File: config.mk
export PLATFORM = sky130hd
export DESIGN_NAME = exception_ctrl
export DESIGN_NICKNAME = d
export VERILOG_FILES = /design/src/rtl/exc_pkg.sv /design/src/rtl/exc_prio_enc.sv /design/src/rtl/exception_ctrl.sv
export SDC_FILE = /design/constraint.sdc
export NUM_CORES = 1
export LEC_CHECK = 0
export CORE_MARGIN = 3
export CORE_UTILIZATION = 35
export CTS_BUF_LIST = sky130_fd_sc_hd__clkbuf_16
export DETAILED_ROUTE_END_ITERATION = 16
export PLACE_DENSITY = 0.78
export REMOVE_ABC_BUFFERS = 1
export SYNTH_ARGS = -nofsm -noshare
export SYNTH_HDL_FRONTEND = slang
export SYNTH_SLANG_ARGS = --single-unit
File: constraint.sdc
create_clock -name clk -period 3.7 [get_ports clk]
set_input_delay 0.74 -clock clk [delete_from_list [all_inputs] [get_ports clk]]
set_output_delay 0.74 -clock clk [all_outputs]
set_load 0.05 [all_outputs]
File: src/rtl/exc_pkg.sv
// rtl/exc_pkg.sv - shared state and cause encodings for the exception sequencer
package exc_pkg;

    // Sequencer states
    typedef enum logic [2:0] {
        RUN     = 3'd0,
        FLUSH   = 3'd1,
        VECTOR  = 3'd2,
        HANDLER = 3'd3,
        RESTORE = 3'd4,
        HALT    = 3'd5
    } state_t;

    // Cause codes, lower non-zero value = higher priority
    localparam logic [2:0] CAUSE_NONE = 3'd0;
    localparam logic [2:0] CAUSE_PC   = 3'd1;
    localparam logic [2:0] CAUSE_OVF  = 3'd2;
    localparam logic [2:0] CAUSE_DIV  = 3'd3;
    localparam logic [2:0] CAUSE_ILL  = 3'd4;

endpackage

File: src/rtl/exc_prio_enc.sv
// rtl/exc_prio_enc.sv - fault source priority encoder
// Ports:
//   pc_exception  in   PC fault for the instruction at EX/MEM
//   alu_status    in   ALU flags; [6] overflow, [3] div-by-zero, [2] illegal op
//   trigger       out  any recognised fault present
//   cause         out  code of the highest-priority fault (CAUSE_NONE if none)
module exc_prio_enc
    import exc_pkg::*;
(
    input  logic       pc_exception,
    input  logic [7:0] alu_status,
    output logic       trigger,
    output logic [2:0] cause
);

    // Same bit selection as the writeback guard, so both see identical faults
    logic ovf;
    logic div_zero;
    logic illegal;
    logic unused_alu_bits;

    assign ovf      = alu_status[6];
    assign div_zero = alu_status[3];
    assign illegal  = alu_status[2];

    assign unused_alu_bits = ^{alu_status[7], alu_status[5:4], alu_status[1:0]};

    assign trigger = pc_exception | ovf | div_zero | illegal;

    always_comb begin
        cause = CAUSE_NONE;
        if (pc_exception)  cause = CAUSE_PC;
        else if (ovf)      cause = CAUSE_OVF;
        else if (div_zero) cause = CAUSE_DIV;
        else if (illegal)  cause = CAUSE_ILL;
    end

endmodule

File: src/rtl/exception_ctrl.sv
// rtl/exception_ctrl.sv - precise exception entry/return sequencer
// Ports:
//   clk, rst      clock, synchronous active-high reset
//   pc_exception  PC fault at EX/MEM
//   alu_status    ALU flags ([6],[3],[2] are fault sources)
//   cur_pc        PC of the instruction at EX/MEM
//   eret          decoded ERET at EX/MEM
//   flush, stall  pipeline register clear / freeze
//   pc_redirect   PC mux takes redirect_pc this cycle
//   redirect_pc   redirect target (0 when not redirecting)
//   epc, cause    captured faulting PC and cause code
//   in_handler    handler executing
//   halted        double fault, core stopped until reset
module exception_ctrl
    import exc_pkg::*;
#(
    parameter int              PC_W         = 32,
    parameter logic [PC_W-1:0] HANDLER_ADDR = 'h80,
    parameter int              FLUSH_CYCLES = 2
) (
    input  logic            clk,
    input  logic            rst,
    input  logic            pc_exception,
    input  logic [7:0]      alu_status,
    input  logic [PC_W-1:0] cur_pc,
    input  logic            eret,
    output logic            flush,
    output logic            stall,
    output logic            pc_redirect,
    output logic [PC_W-1:0] redirect_pc,
    output logic [PC_W-1:0] epc,
    output logic [2:0]      cause,
    output logic            in_handler,
    output logic            halted
);

    localparam int CNT_W = $clog2(FLUSH_CYCLES + 1);

    state_t           state;
    state_t           state_next;
    logic [CNT_W-1:0] cnt;
    logic             trigger;
    logic [2:0]       fault_cause;

    exc_prio_enc u_prio (
        .pc_exception (pc_exception),
        .alu_status   (alu_status),
        .trigger      (trigger),
        .cause        (fault_cause)
    );

    always_ff @(posedge clk) begin
        if (rst) state <= RUN;
        else     state <= state_next;
    end

    always_comb begin
        state_next = state;
        case (state)
            RUN:     if (trigger) state_next = FLUSH;
            // Last flush cycle when the counter reaches 1
            FLUSH:   if (cnt <= CNT_W'(1)) state_next = VECTOR;
            VECTOR:  state_next = HANDLER;
            // A fault inside the handler outranks a simultaneous eret
            HANDLER: begin
                if (trigger)   state_next = HALT;
                else if (eret) state_next = RESTORE;
            end
            RESTORE: state_next = RUN;
            HALT:    state_next = HALT;
            default: state_next = RUN;
        endcase
    end

    // Flush counter and EPC/cause capture
    always_ff @(posedge clk) begin
        if (rst) begin
            cnt   <= '0;
            epc   <= '0;
            cause <= CAUSE_NONE;
        end else begin
            case (state)
                RUN: begin
                    if (trigger) begin
                        epc   <= cur_pc;
                        cause <= fault_cause;
                        cnt   <= CNT_W'(FLUSH_CYCLES);
                    end
                end
                FLUSH: begin
                    if (cnt != '0) cnt <= cnt - CNT_W'(1);
                end
                HANDLER: begin
                    if (trigger) begin
                        epc   <= cur_pc;
                        cause <= fault_cause;
                    end
                end
                RESTORE: cause <= CAUSE_NONE;
                default: ;
            endcase
        end
    end

    always_comb begin
        flush       = 1'b0;
        stall       = 1'b0;
        pc_redirect = 1'b0;
        redirect_pc = '0;
        in_handler  = 1'b0;
        halted      = 1'b0;
        case (state)
            FLUSH: begin
                flush = 1'b1;
                stall = 1'b1;
            end
            VECTOR: begin
                flush       = 1'b1;
                pc_redirect = 1'b1;
                redirect_pc = HANDLER_ADDR;
            end
            HANDLER: in_handler = 1'b1;
            RESTORE: begin
                flush       = 1'b1;
                pc_redirect = 1'b1;
                redirect_pc = epc;
            end
            HALT: begin
                stall  = 1'b1;
                halted = 1'b1;
            end
            default: ;
        endcase
    end

endmodule

* Yosys cells after proc, flatten, opt, wreduce, memory -nomap -nowiden
Cells that the tools add are included.
Word-level totals: register bits after elaboration 40, bits in latches 0, RAM bits 0, bits in read-only memories 0, input bits 44, output and inout bits 72, word-level logic and storage cells 51, memories kept 0
Cells by class: add/sub/neg operators 1, multiply operators 0, div/mod/pow operators 0, magnitude comparators 1, equal/unequal tests 10, shift operators 0, muxes and demuxes 20, bitwise logic cells 3, reduce and logical (&&, ||, !) cells 12
Operators with widths (number):
- case mux 32 bit (2 select lines) | 1
- 2-to-1 mux 3 bit | 9
- case mux 3 bit (5 select lines) | 1
- == test 3 x 2 -> 1 bit, second input constant | 2
- == test 3 bit, second input constant | 2
- != test 2 bit, second input constant | 3
- case mux 3 bit (2 select lines) | 1
- AND reduction 3 bit | 2
- nonzero test 2 bit | 3
- OR reduction 2 bit | 3
- 2-to-1 mux 1 bit | 5
- 2-to-1 mux 2 bit | 2
- case mux 2 bit (2 select lines) | 1
- AND reduction 2 bit | 2
- == test 3 x 1 -> 1 bit, second input constant | 1
- zero test 3 bit | 1
- != test 3 bit, second input constant | 1
- OR 1 bit | 3
- OR reduction 3 bit | 1
- less-or-equal comparator 2 x 1 -> 1 bit, second input constant | 1
- != test 2 x 1 -> 1 bit, second input constant | 1
- subtractor 2 x 1 -> 2 bit, second input constant | 1

* Depth between registers and ports, before layout
Gate-level depths: netlist of the first run.
word-level depth 6, depth in mapped cells 6, depth with buffers taken out 5

* By module
Synthesis of the first run repeated with hierarchy kept, for this count alone.
Unflattened totals: cell total of the unflattened synthesis 244, area total of the unflattened synthesis 2240.9 µm²
By module, submodules not included:
- exception_ctrl | times used 1, cells an instance 237, area an instance 2198.4 µm²
- exc_prio_enc | times used 1, cells an instance 7, area an instance 42.5 µm²

* Worst setup path after synthesis of the first run
Ideal clock, no wire load.
kind reg2out, start point reg state[2], end point out flush, data arrival time 2.031 ns, required time 2.960 ns, path slack 0.929 ns, cell stages (with the launch flop) 5, path through dfxtp_1 > clkbuf_1 > buf_1 > xnor2_1 > o21ai_0
Between the ends: longest elaborated chain between the ends 3, elaborated cells on any way between the ends 5
RTL lines:
- start, declared | line exception_ctrl.sv:39 | state_t state;
- start signal, assigned | line exception_ctrl.sv:54 | else state <= state_next;
- == test 3 bit (tied with other cells) | line exception_ctrl.sv:112 | case (state)
- OR reduction 3 bit (no line) *
- 2-to-1 mux 1 bit * | line exception_ctrl.sv:112
- end, declared | line exception_ctrl.sv:27 | output logic flush,
Mark *: on every way between the ends. The rest lies on a longest branch, timed or not.

* Worst setup path after layout of the first run
start point reg state[1], end point out redirect_pc[7]
Between the ends: longest elaborated chain between the ends 2, elaborated cells on any way between the ends 3
RTL lines:
- == test 3 bit or == test 3 x 2 -> 1 bit (tied branches) | line exception_ctrl.sv:112
- case mux 32 bit (2 select lines) * | line exception_ctrl.sv:112
- end, declared | line exception_ctrl.sv:30 | output logic [PC_W-1:0] redirect_pc,
Marked as above.

==> results of run 1 <==
==> final cells by class <==
cell class	count	area, um2	share of cell area [%]
Clock buffer	5	125	3.36
Sequential cell	40	801	21.5
Multi-Input combinational cell	182	1190	32.1
Timing Repair Buffer	118	1480	39.8
Clock inverter	2	8.76	0.235
Tap cell	72	90.1	2.42
Inverter	5	18.8	0.505
==> report_power, final <==
group	internal [mW]	total, mW	leakage (nW)	switching, mW
registers	0.507	0.577	0.330	0.0702
clock network	0.242	0.401	0.0709	0.159
logic	0.297	0.826	1.04	0.529
==> logic make-up after synthesis <==
family	Yosys count	synth area share [%]
fa+ha+maj	2	1.17
flops	40	37.4
buf+inv	38	7.59
compound gates	85	25.6
simple gates	92	26.6
xor+xnor	3	1.58
==> stage by stage <==
step                util [%]  hold slack, ns
floorplan                  -           0.474
global placement        62.8           0.465
detailed placement      62.8           0.470
CTS                     65.2           0.479
global route            65.2           0.506
finish                  65.2           0.479
==> placed cells by master (no fill, tap or decap), types with 2 or more instances in the layout <==
master and instances:
o2111ai_1 2, nand2b_1 3, buf_12 32, o21ai_0 5, ha_1 2, clkbuf_16 5
nor4_1 2, buf_4 8, o31ai_1 32, nor2b_1 3, clkdlybuf4s50_1 78, a21oi_1 38
nor2_1 6, nand3_1 3, dfxtp_1 40, nand4_1 33, and2_1 32, inv_1 6
nand2_1 3
==> critical path, cell delays in order (launching register included) <==
cell	delay, ns
dfxtp_1	0.65
nor2b_1	0.30
a21oi_1	0.06
nor2_1	0.10
clkdlybuf4s50_1	0.84
==> sequential cells by signal, summed over array words and instances, names as in the netlist <==
| signal | cells |
|---|---|
| cause | 3 |
| cnt | 2 |
| epc | 32 |
| state | 3 |
==> routing by layer <==
metal | wire [um] | track usage [%] | up-vias
met4 | 35 | 3.07 | 0
met2 | 3450 | 30.6 | 95
met5 | 0 | 0 | -
met1 | 3100 | 25.6 | 1141
met3 | 484 | 5.10 | 5
li1 | - | - | 1155
==> final timing paths <==
kind / from / to / slack [ns] / cells past startpoint
worst max-delay path: state[1]$_SDFFE_PP0P_ / redirect_pc[7] / 0.73 / 4
worst min-delay path: epc[1]$_SDFFE_PP0P_ / epc[1]$_SDFFE_PP0P_ / 0.48 / 2
worst max register to register: state[0]$_SDFFE_PP0P_ / cause[0]$_SDFFE_PP0P_ / 1.49 / 4
worst min register to register: epc[1]$_SDFFE_PP0P_ / epc[1]$_SDFFE_PP0P_ / 0.48 / 2
==> impl_metrics.csv, run 1 <==
group,metric,value,unit
outcome,status,"finished clean",
layout,final_nets,398,
die,die_y,84.2,um
worst_hold_path,hold_path.class,"register to register",
grt,antenna_found_initial,0,
placement,place_ws,1.03,ns
placement,place_congestion,0.723,
sta,setup_slack,0.733,ns
sta,tns,0,ns
worst_setup_path,crit_path_end_kind,"primary output",
power_and_ir_drop,peakVddDrop,0.259,mV
synth,synth_common_cells,"40 x dfxtp_1, 38 x a21oi_1, 33 x nand4_1",
sta,finalCritPeriodShare,80.2,%
grt,grt_pass1_vias,2111,
route,vias_per_cell,5.65,
sta,final_max_slew_viol_count,0,
layout,final_area,3720,um2
route,drc,0,
die,fp.coreArea,5710,um2
synth,synth_edf_count,0,
synth,ys_ff_latch,40,
die,die_area,7090,um2
power_and_ir_drop,power_density,485,nW/um2
layout,num_antenna_cells,0,
worst_setup_path,worstSetupStartpointType,"register",
clock_network,cts_htree_levels,2,
layout,fill_cells,473,
grt,grt_use_total,18.9,%
sta,finalHoldViolCount,0,
layout,syn_to_final_growth,73.7,%
route,final_antenna_net_count,0,
clock_network,clk_latency,0.28,ns
sta,period_needed,2.97,ns
route,first_pass_iters,4,
sta,fin_skew,0.00208,ns
placement,dp_hpwl,4.89,mm
die,die_w,84.2,um
synth,syn_area,2140,um2
clock_network,cts.clk_slew.worst_paths,0.05,ns
placement,port_buffers,110,
grt,grt_start_max_net_pins,43,
route,vias,2396,
route,wl,7.07,mm
power_and_ir_drop,leakagePower,1.44,nW
clock_network,clk_path_buf_depth,2,
flow_run,maxCapViolations,0,
worst_setup_path,cp_max_fo,15,
power_and_ir_drop,design_power_total,1.80,mW
route,wire_per_inst,16.7,um
synth,synth-async-reset-ratio,0,%
synth,synthFlopType,"dfxtp_1",
worst_setup_path,cp.arrival,2.23,ns
synth,yosys.area.top_type,"dfxtp_1",
die,rows,27,
grt,grt_overflow_total,0,
synth,synthCells,260,
synth,syn_area_per_cell,8.24,um2
placement,placed_area,3590,um2
synth,ys_seq_area_share,37.4,%
synth,synth_most_common_cell,"dfxtp_1",
synth,yosysTopAreaCellShare,37.4,%
placement,place_inst,417,
worst_setup_path,path_class,"register to primary output",
sta,grt_setup_unrepaired,"false",
layout,drive_gt1_share,15.3,%
clock_network,cts-root-buf,"clkbuf_16",
sta,clock.fmax,337,MHz
clock_network,cts.sinks,40,
synth,synth_warnings,0,
die,initial_utilization,37.5,%
synth,synth_top_cells_by_area,"dfxtp_1 37%, o31ai_1 11%, nand4_1 9.6%",
clock_network,cts_hold_buf,0,
clock_network,post_cts_buffers,0,
clock_network,ctsResizeCount,0,
die,ios,116,
clock_network,cts_tree,"done",
route,dr.first_iter.drc_count,190,
grt,grt_first_pass_wirelength,11.1,mm
layout,finalNonFillerCells,424,
worst_setup_path,crit_required,2.96,ns
sta,worst_slew_pin_slew,0.789,ns
sta,slew_headroom,47.4,%
clock_network,cts_buffers,5,
sta,finalSetupViolCount,0,
synth,synthDistinctLibCells,37,
Power figures use the tool's default switching activity.
==> run 2, diff against run 1 <==
- clock period: 3.7 -> 2.9 ns (I/O delays scaled with it)
==> run 2 against run 1 <==
Compared with the run above:
- die area unchanged
- setup slack worse by 0.43 ns
- global-route usage up 0.95 points
- combinational power up 34%
- clock skew up 0.00088 ns
- total power up 35%
- non-clock buffer count up 2
- first-iteration DRC count down 13%
- via count up 1.0%
- largest cell class unchanged
==> impl_metrics.csv, run 2 (synthesis gave the netlist of run 1 again) <==
group,metric,value,unit
sta,clock.fmax,384,MHz
power_and_ir_drop,p_comb_share,45.4,%
placement,place_congestion,0.820,
power_and_ir_drop,seqPwrFrac,29.6,%
clock_network,cts.sinks,40,
worst_hold_path,min_delay_worst_endpoint,"epc[1]$_SDFFE_PP0P_",
layout,top_regs,"epc: 32 flops, cause: 3 flops, state: 3 flops",
grt,grt_pass1_vias,2292,
route,vias_per_cell,5.67,
route,wl,7.18,mm
power_and_ir_drop,swShare,40.4,%
grt,antenna_found_initial,0,
worst_setup_path,r2r_slack,0.90,ns
worst_setup_path,cp_max_fo,8,
worst_setup_path,cp.arrival,2.02,ns
clock_network,cts_buffers,5,
die,rows,27,
power_and_ir_drop,peakVddDrop,0.402,mV
power_and_ir_drop,design_power_total,2.44,mW
outcome,status,"finished clean",
clock_network,cts_tree,"done",
grt,grt_start_max_net_pins,46,
layout,final_common_cell,"clkdlybuf4s50_1",
power_and_ir_drop,leakagePower,1.48,nW
grt,grt_first_pass_wirelength,11.7,mm
worst_setup_path,worstSetupStartpointType,"register",
power_and_ir_drop,clkPwrFrac,25.0,%
worst_hold_path,min_path_cells,2,
route,drc,0,
route,final_antenna_net_count,0,
layout,regMostFlops,"epc",
clock_network,clk_latency,0.28,ns
flow_run,maxCapViolations,0,
placement,dp_hpwl,4.89,mm
route,vias,2421,
clock_network,post_cts_buffers,0,
die,initial_utilization,37.5,%
placement,place_inst,419,
worst_setup_path,crit_path_end_kind,"primary output",
layout,fin_util,66.5,%
layout,num_antenna_cells,0,
layout,drive_gt1_share,17.5,%
clock_network,cts.clk_slew.worst_paths,0.06,ns
sta,fin_skew,0.00296,ns
die,die_area,7090,um2
layout,final_nets,400,
power_and_ir_drop,power_density,642,nW/um2
sta,final_max_slew_viol_count,0,
clock_network,cts_htree_levels,2,
grt,grt_use_total,19.8,%
worst_setup_path,crit_required,2.32,ns
die,die_y,84.2,um
sta,worst_slew_pin_slew,0.805,ns
power_and_ir_drop,power.switching,984,uW
route,wire_per_inst,16.8,um
worst_setup_path,path_class,"register to primary output",
power_and_ir_drop,cell_internal_pwr,1.45,mW
die,ios,116,
sta,finalSetupViolCount,0,
worst_setup_path,r2r_start,"state[1]$_SDFFE_PP0P_",
clock_network,cts-root-buf,"clkbuf_16",
layout,final_cell_mix,"74 x clkdlybuf4s50_1, 40 x dfxtp_1, 38 x a21oi_1, 35 x buf_12, 33 x nand4_1",
layout,syn_to_final_growth,77.2,%
sta,period_needed,2.60,ns
sta,finalHoldViolCount,0,
worst_setup_path,reg2reg_to,"cause[2]$_SDFFE_PP0P_",
worst_setup_path,r2r_cells,4,
die,die_w,84.2,um
sta,whs,0.481,ns
layout,finalNonFillerCells,427,
clock_network,clk_path_buf_depth,2,
route,dr.first_iter.drc_count,165,
sta,slew_headroom,46.3,%
grt,grt_overflow_total,0,
die,fp.coreArea,5710,um2
sta,finalCritPeriodShare,89.7,%
placement,port_buffers,110,
layout,largest_register_ffs,32,
worst_hold_path,min_from,"epc[1]$_SDFFE_PP0P_",
worst_hold_path,hold_path.class,"register to register",
sta,grt_setup_unrepaired,"false",
route,first_pass_iters,5,
run 2: cell count changes in the layout (fill, tap and decap cells not counted):
cell / before / now
buf_12: 32 / 35
nor2_2: 0 / 1
bufinv_16: 0 / 1
buf_4: 8 / 11
nor2_1: 6 / 5
clkdlybuf4s50_1: 78 / 74
run 2: through the flow:
step / area (um2) / setup WS [ns] / TNS, ns
floorplan: 2000 / -0.180 / -1.18
global placement: 3630 / 0.430 / 0
detailed placement: 3630 / 0.348 / 0
CTS: 3790 / 0.0417 / 0
global route: 3790 / 0.189 / 0
finish: 3790 / 0.298 / 0
run 2: area by class of cell:
cell class                 count  area (um2)
fill                         475        1910
timing repair buffer         120        1520
multi-input combinational    182        1200
sequential                    40         801
clock buffer                   5         125
tap                           72        90.1
clock inverter                 3        38.8
inverter                       5        18.8
run 2: worst max-delay path, stage by stage, from the launching register on:
cell and delay (ns):
dfxtp_1 0.43, buf_4 0.22, nand2b_1 0.18, inv_1 0.11
clkdlybuf4s50_1 0.81
run 2: what timing repair did:
item                                    4_1_cts  5_1_grt
resized for setup                             0        1
endpoints found under the hold margin         0        0
endpoints found under the setup margin        0       16
hold buffers                                  0        0
run 2: metal layers:
metal	global-route usage [%]	wire length [um]	part of all wire, %	up-vias
li1	-	-	-	1155
met2	33.8	3560	50	122
met3	4.32	598	8.3	12
met5	0	0	0	-
met4	5.56	125	1.7	0
met1	25.2	2900	40	1132
run 2: power groups by stage:
stage | combinational, mW | sequential, mW | clock, mW
floorplan | 0.375 | 1.02 | 0
global placement | 1.08 | 0.727 | 0
detailed placement | 1.10 | 0.733 | 0
CTS | 1.11 | 0.722 | 0.619
global route | 1.18 | 0.735 | 0.645
finish | 1.11 | 0.722 | 0.609
run 2: how the worst max path moves through the flow:
stage                                from               to  slack (ns)  cells past startpoint
floorplan           state[2]$_SDFFE_PP0P_           halted       -0.18                      2
global placement    state[1]$_SDFFE_PP0P_  redirect_pc[12]        0.43                      5
detailed placement  state[1]$_SDFFE_PP0P_   redirect_pc[0]        0.35                      5
CTS                 state[1]$_SDFFE_PP0P_   redirect_pc[0]        0.04                      5
global route        state[1]$_SDFFE_PP0P_            stall        0.19                      4
finish              state[1]$_SDFFE_PP0P_            stall        0.30                      4
==> run 3, diff against run 2 <==
- SKIP_LAST_GASP: unset -> 1
- clock period: 2.9 -> 2.7 ns (I/O delays scaled with it)
==> run 3 against run 2 <==
Compared with the run above:
- global-route usage shrank 0.66 points
- clock skew down 0.00066 ns
- sequential power up 6.2%
- register-to-register slack worse by 0.19 ns
- largest power group unchanged
==> impl_metrics.csv, run 3 (synthesis gave the netlist of run 1 again) <==
group,metric,value,unit
outcome,status,"finished clean",
worst_setup_path,crit_path_end_kind,"primary output",
layout,num_antenna_cells,0,
layout,final_area,3790,um2
clock_network,post_cts_buffers,0,
worst_setup_path,path_class,"register to primary output",
route,wire_per_inst,16.7,um
grt,grt_use_total,19.2,%
placement,placed_area,3630,um2
layout,drive_gt1_share,16.9,%
clock_network,ctsResizeCount,0,
sta,period_needed,2.59,ns
worst_setup_path,worstSetupStartpointType,"register",
worst_setup_path,crit_slowest_cell,"nor2_1",
die,fp.coreArea,5710,um2
layout,final_cell_mix,"74 x clkdlybuf4s50_1, 40 x dfxtp_1, 38 x a21oi_1, 35 x buf_12, 33 x nand4_1",
sta,finalCritPeriodShare,96.1,%
power_and_ir_drop,clkPwrFrac,25.0,%
route,dr.first_iter.drc_count,138,
layout,final_common_cell,"clkdlybuf4s50_1",
sta,finalHoldViolCount,0,
route,wl,7.13,mm
placement,place_congestion,0.825,
layout,largest_register_ffs,32,
power_and_ir_drop,seqPwrFrac,29.4,%
worst_setup_path,cp_max_fo,16,
route,final_antenna_net_count,0,
die,die_y,84.2,um
worst_setup_path,cp.arrival,2.05,ns
placement,port_buffers,110,
worst_setup_path,path_cells,"nand2b_1 > nor2_1 > buf_4 > and2_1 > buf_12",
grt,antenna_found_initial,0,
die,rows,27,
route,vias_per_cell,5.54,
power_and_ir_drop,leakagePower,1.47,nW
route,drc,0,
die,initial_utilization,37.5,%
worst_setup_path,crit_required,2.16,ns
grt,grt_first_pass_wirelength,11.3,mm
die,die_area,7090,um2
die,ios,116,
sta,setup_slack,0.105,ns
worst_setup_path,crit_buf_inv,2,
power_and_ir_drop,cell_internal_pwr,1.56,mW
power_and_ir_drop,power_density,688,nW/um2
power_and_ir_drop,p_comb_share,45.6,%
placement,dp_hpwl,4.89,mm
sta,grt_setup_unrepaired,"false",
flow_run,maxCapViolations,0,
sta,final_max_slew_viol_count,0,
clock_network,cts_htree_levels,2,
power_and_ir_drop,swShare,40.2,%
grt,grt_pass1_vias,2277,
power_and_ir_drop,design_power_total,2.61,mW
sta,fin_skew,0.00230,ns
route,vias,2365,
clock_network,clk_path_buf_depth,2,
power_and_ir_drop,power.switching,1.05,mW
grt,grt_overflow_total,0,
die,die_w,84.2,um
clock_network,cts.clk_slew.worst_paths,0.06,ns
worst_setup_path,cp_slowest_stage_delay,0.61,ns
layout,regMostFlops,"epc",
sta,clock.fmax,385,MHz
layout,syn_to_final_growth,77.0,%
sta,finalSetupViolCount,0,
sta,whs,0.478,ns
layout,fin_util,66.4,%
layout,top_regs,"epc: 32 flops, cause: 3 flops, state: 3 flops",
route,first_pass_iters,4,
clock_network,cts-root-buf,"clkbuf_16",
sta,worst_slew_pin_slew,0.935,ns
clock_network,cts.sinks,40,
clock_network,clk_latency,0.28,ns
sta,slew_headroom,37.4,%
placement,place_ws,0.294,ns
clock_network,cts_buffers,5,
worst_hold_path,hold_path.class,"register to register",
clock_network,cts_hold_buf,0,
worst_setup_path,crit_family,"simple AND/OR/NAND/NOR gates",
power_and_ir_drop,peakVddDrop,0.354,mV
clock_network,cts_tree,"done",
grt,grt_start_max_net_pins,46,
layout,final_nets,400,
run 3: layout make-up:
class,count,area [um2]
tap,72,90.1
clock buffer,5,125
multi-input combinational,182,1190
clock inverter,3,37.5
fill,470,1920
timing repair buffer,120,1520
sequential,40,801
inverter,5,18.8
run 3: power by group through the flow:
stage          sequential, mW  clock [mW]  combinational [mW]
2_1_floorplan            1.10           0               0.403
4_1_cts                 0.767       0.662                1.20
6_report                0.767       0.652                1.19
5_1_grt                 0.781       0.697                1.26
3_5_place_dp            0.779           0                1.19
3_3_place_gp            0.773           0                1.17
run 3: worst paths after layout:
path,start,end,slack (ns),cells past startpoint
setup / recovery,state[1]$_SDFFE_PP0P_,redirect_pc[13],0.11,5
hold / removal,epc[1]$_SDFFE_PP0P_,epc[1]$_SDFFE_PP0P_,0.48,2
setup reg to reg,state[0]$_SDFFE_PP0P_,epc[30]$_SDFFE_PP0P_,0.71,5
hold reg to reg,epc[1]$_SDFFE_PP0P_,epc[1]$_SDFFE_PP0P_,0.48,2
run 3: metrics by stage:
step / setup TNS [ns] / cells
floorplan: -6.36 / 227
global placement: 0 / 419
detailed placement: 0 / 419
CTS: 0 / 427
global route: 0 / 427
finish: 0 / 427
run 3: layer usage:
metal  share of wire, %  vias up  global-route usage, %
li1                   -     1155                      -
met1                 42     1096                   24.5
met2                 49      102                   31.8
met3                7.1       12                   4.42
met4                1.8        0                   6.43
met5                  0        -                      0
run 3: tightest hold or removal path, stage by stage (launching register included):
cell and delay (ns):
dfxtp_1 0.31, o31ai_1 0.06, a21oi_1 0.06
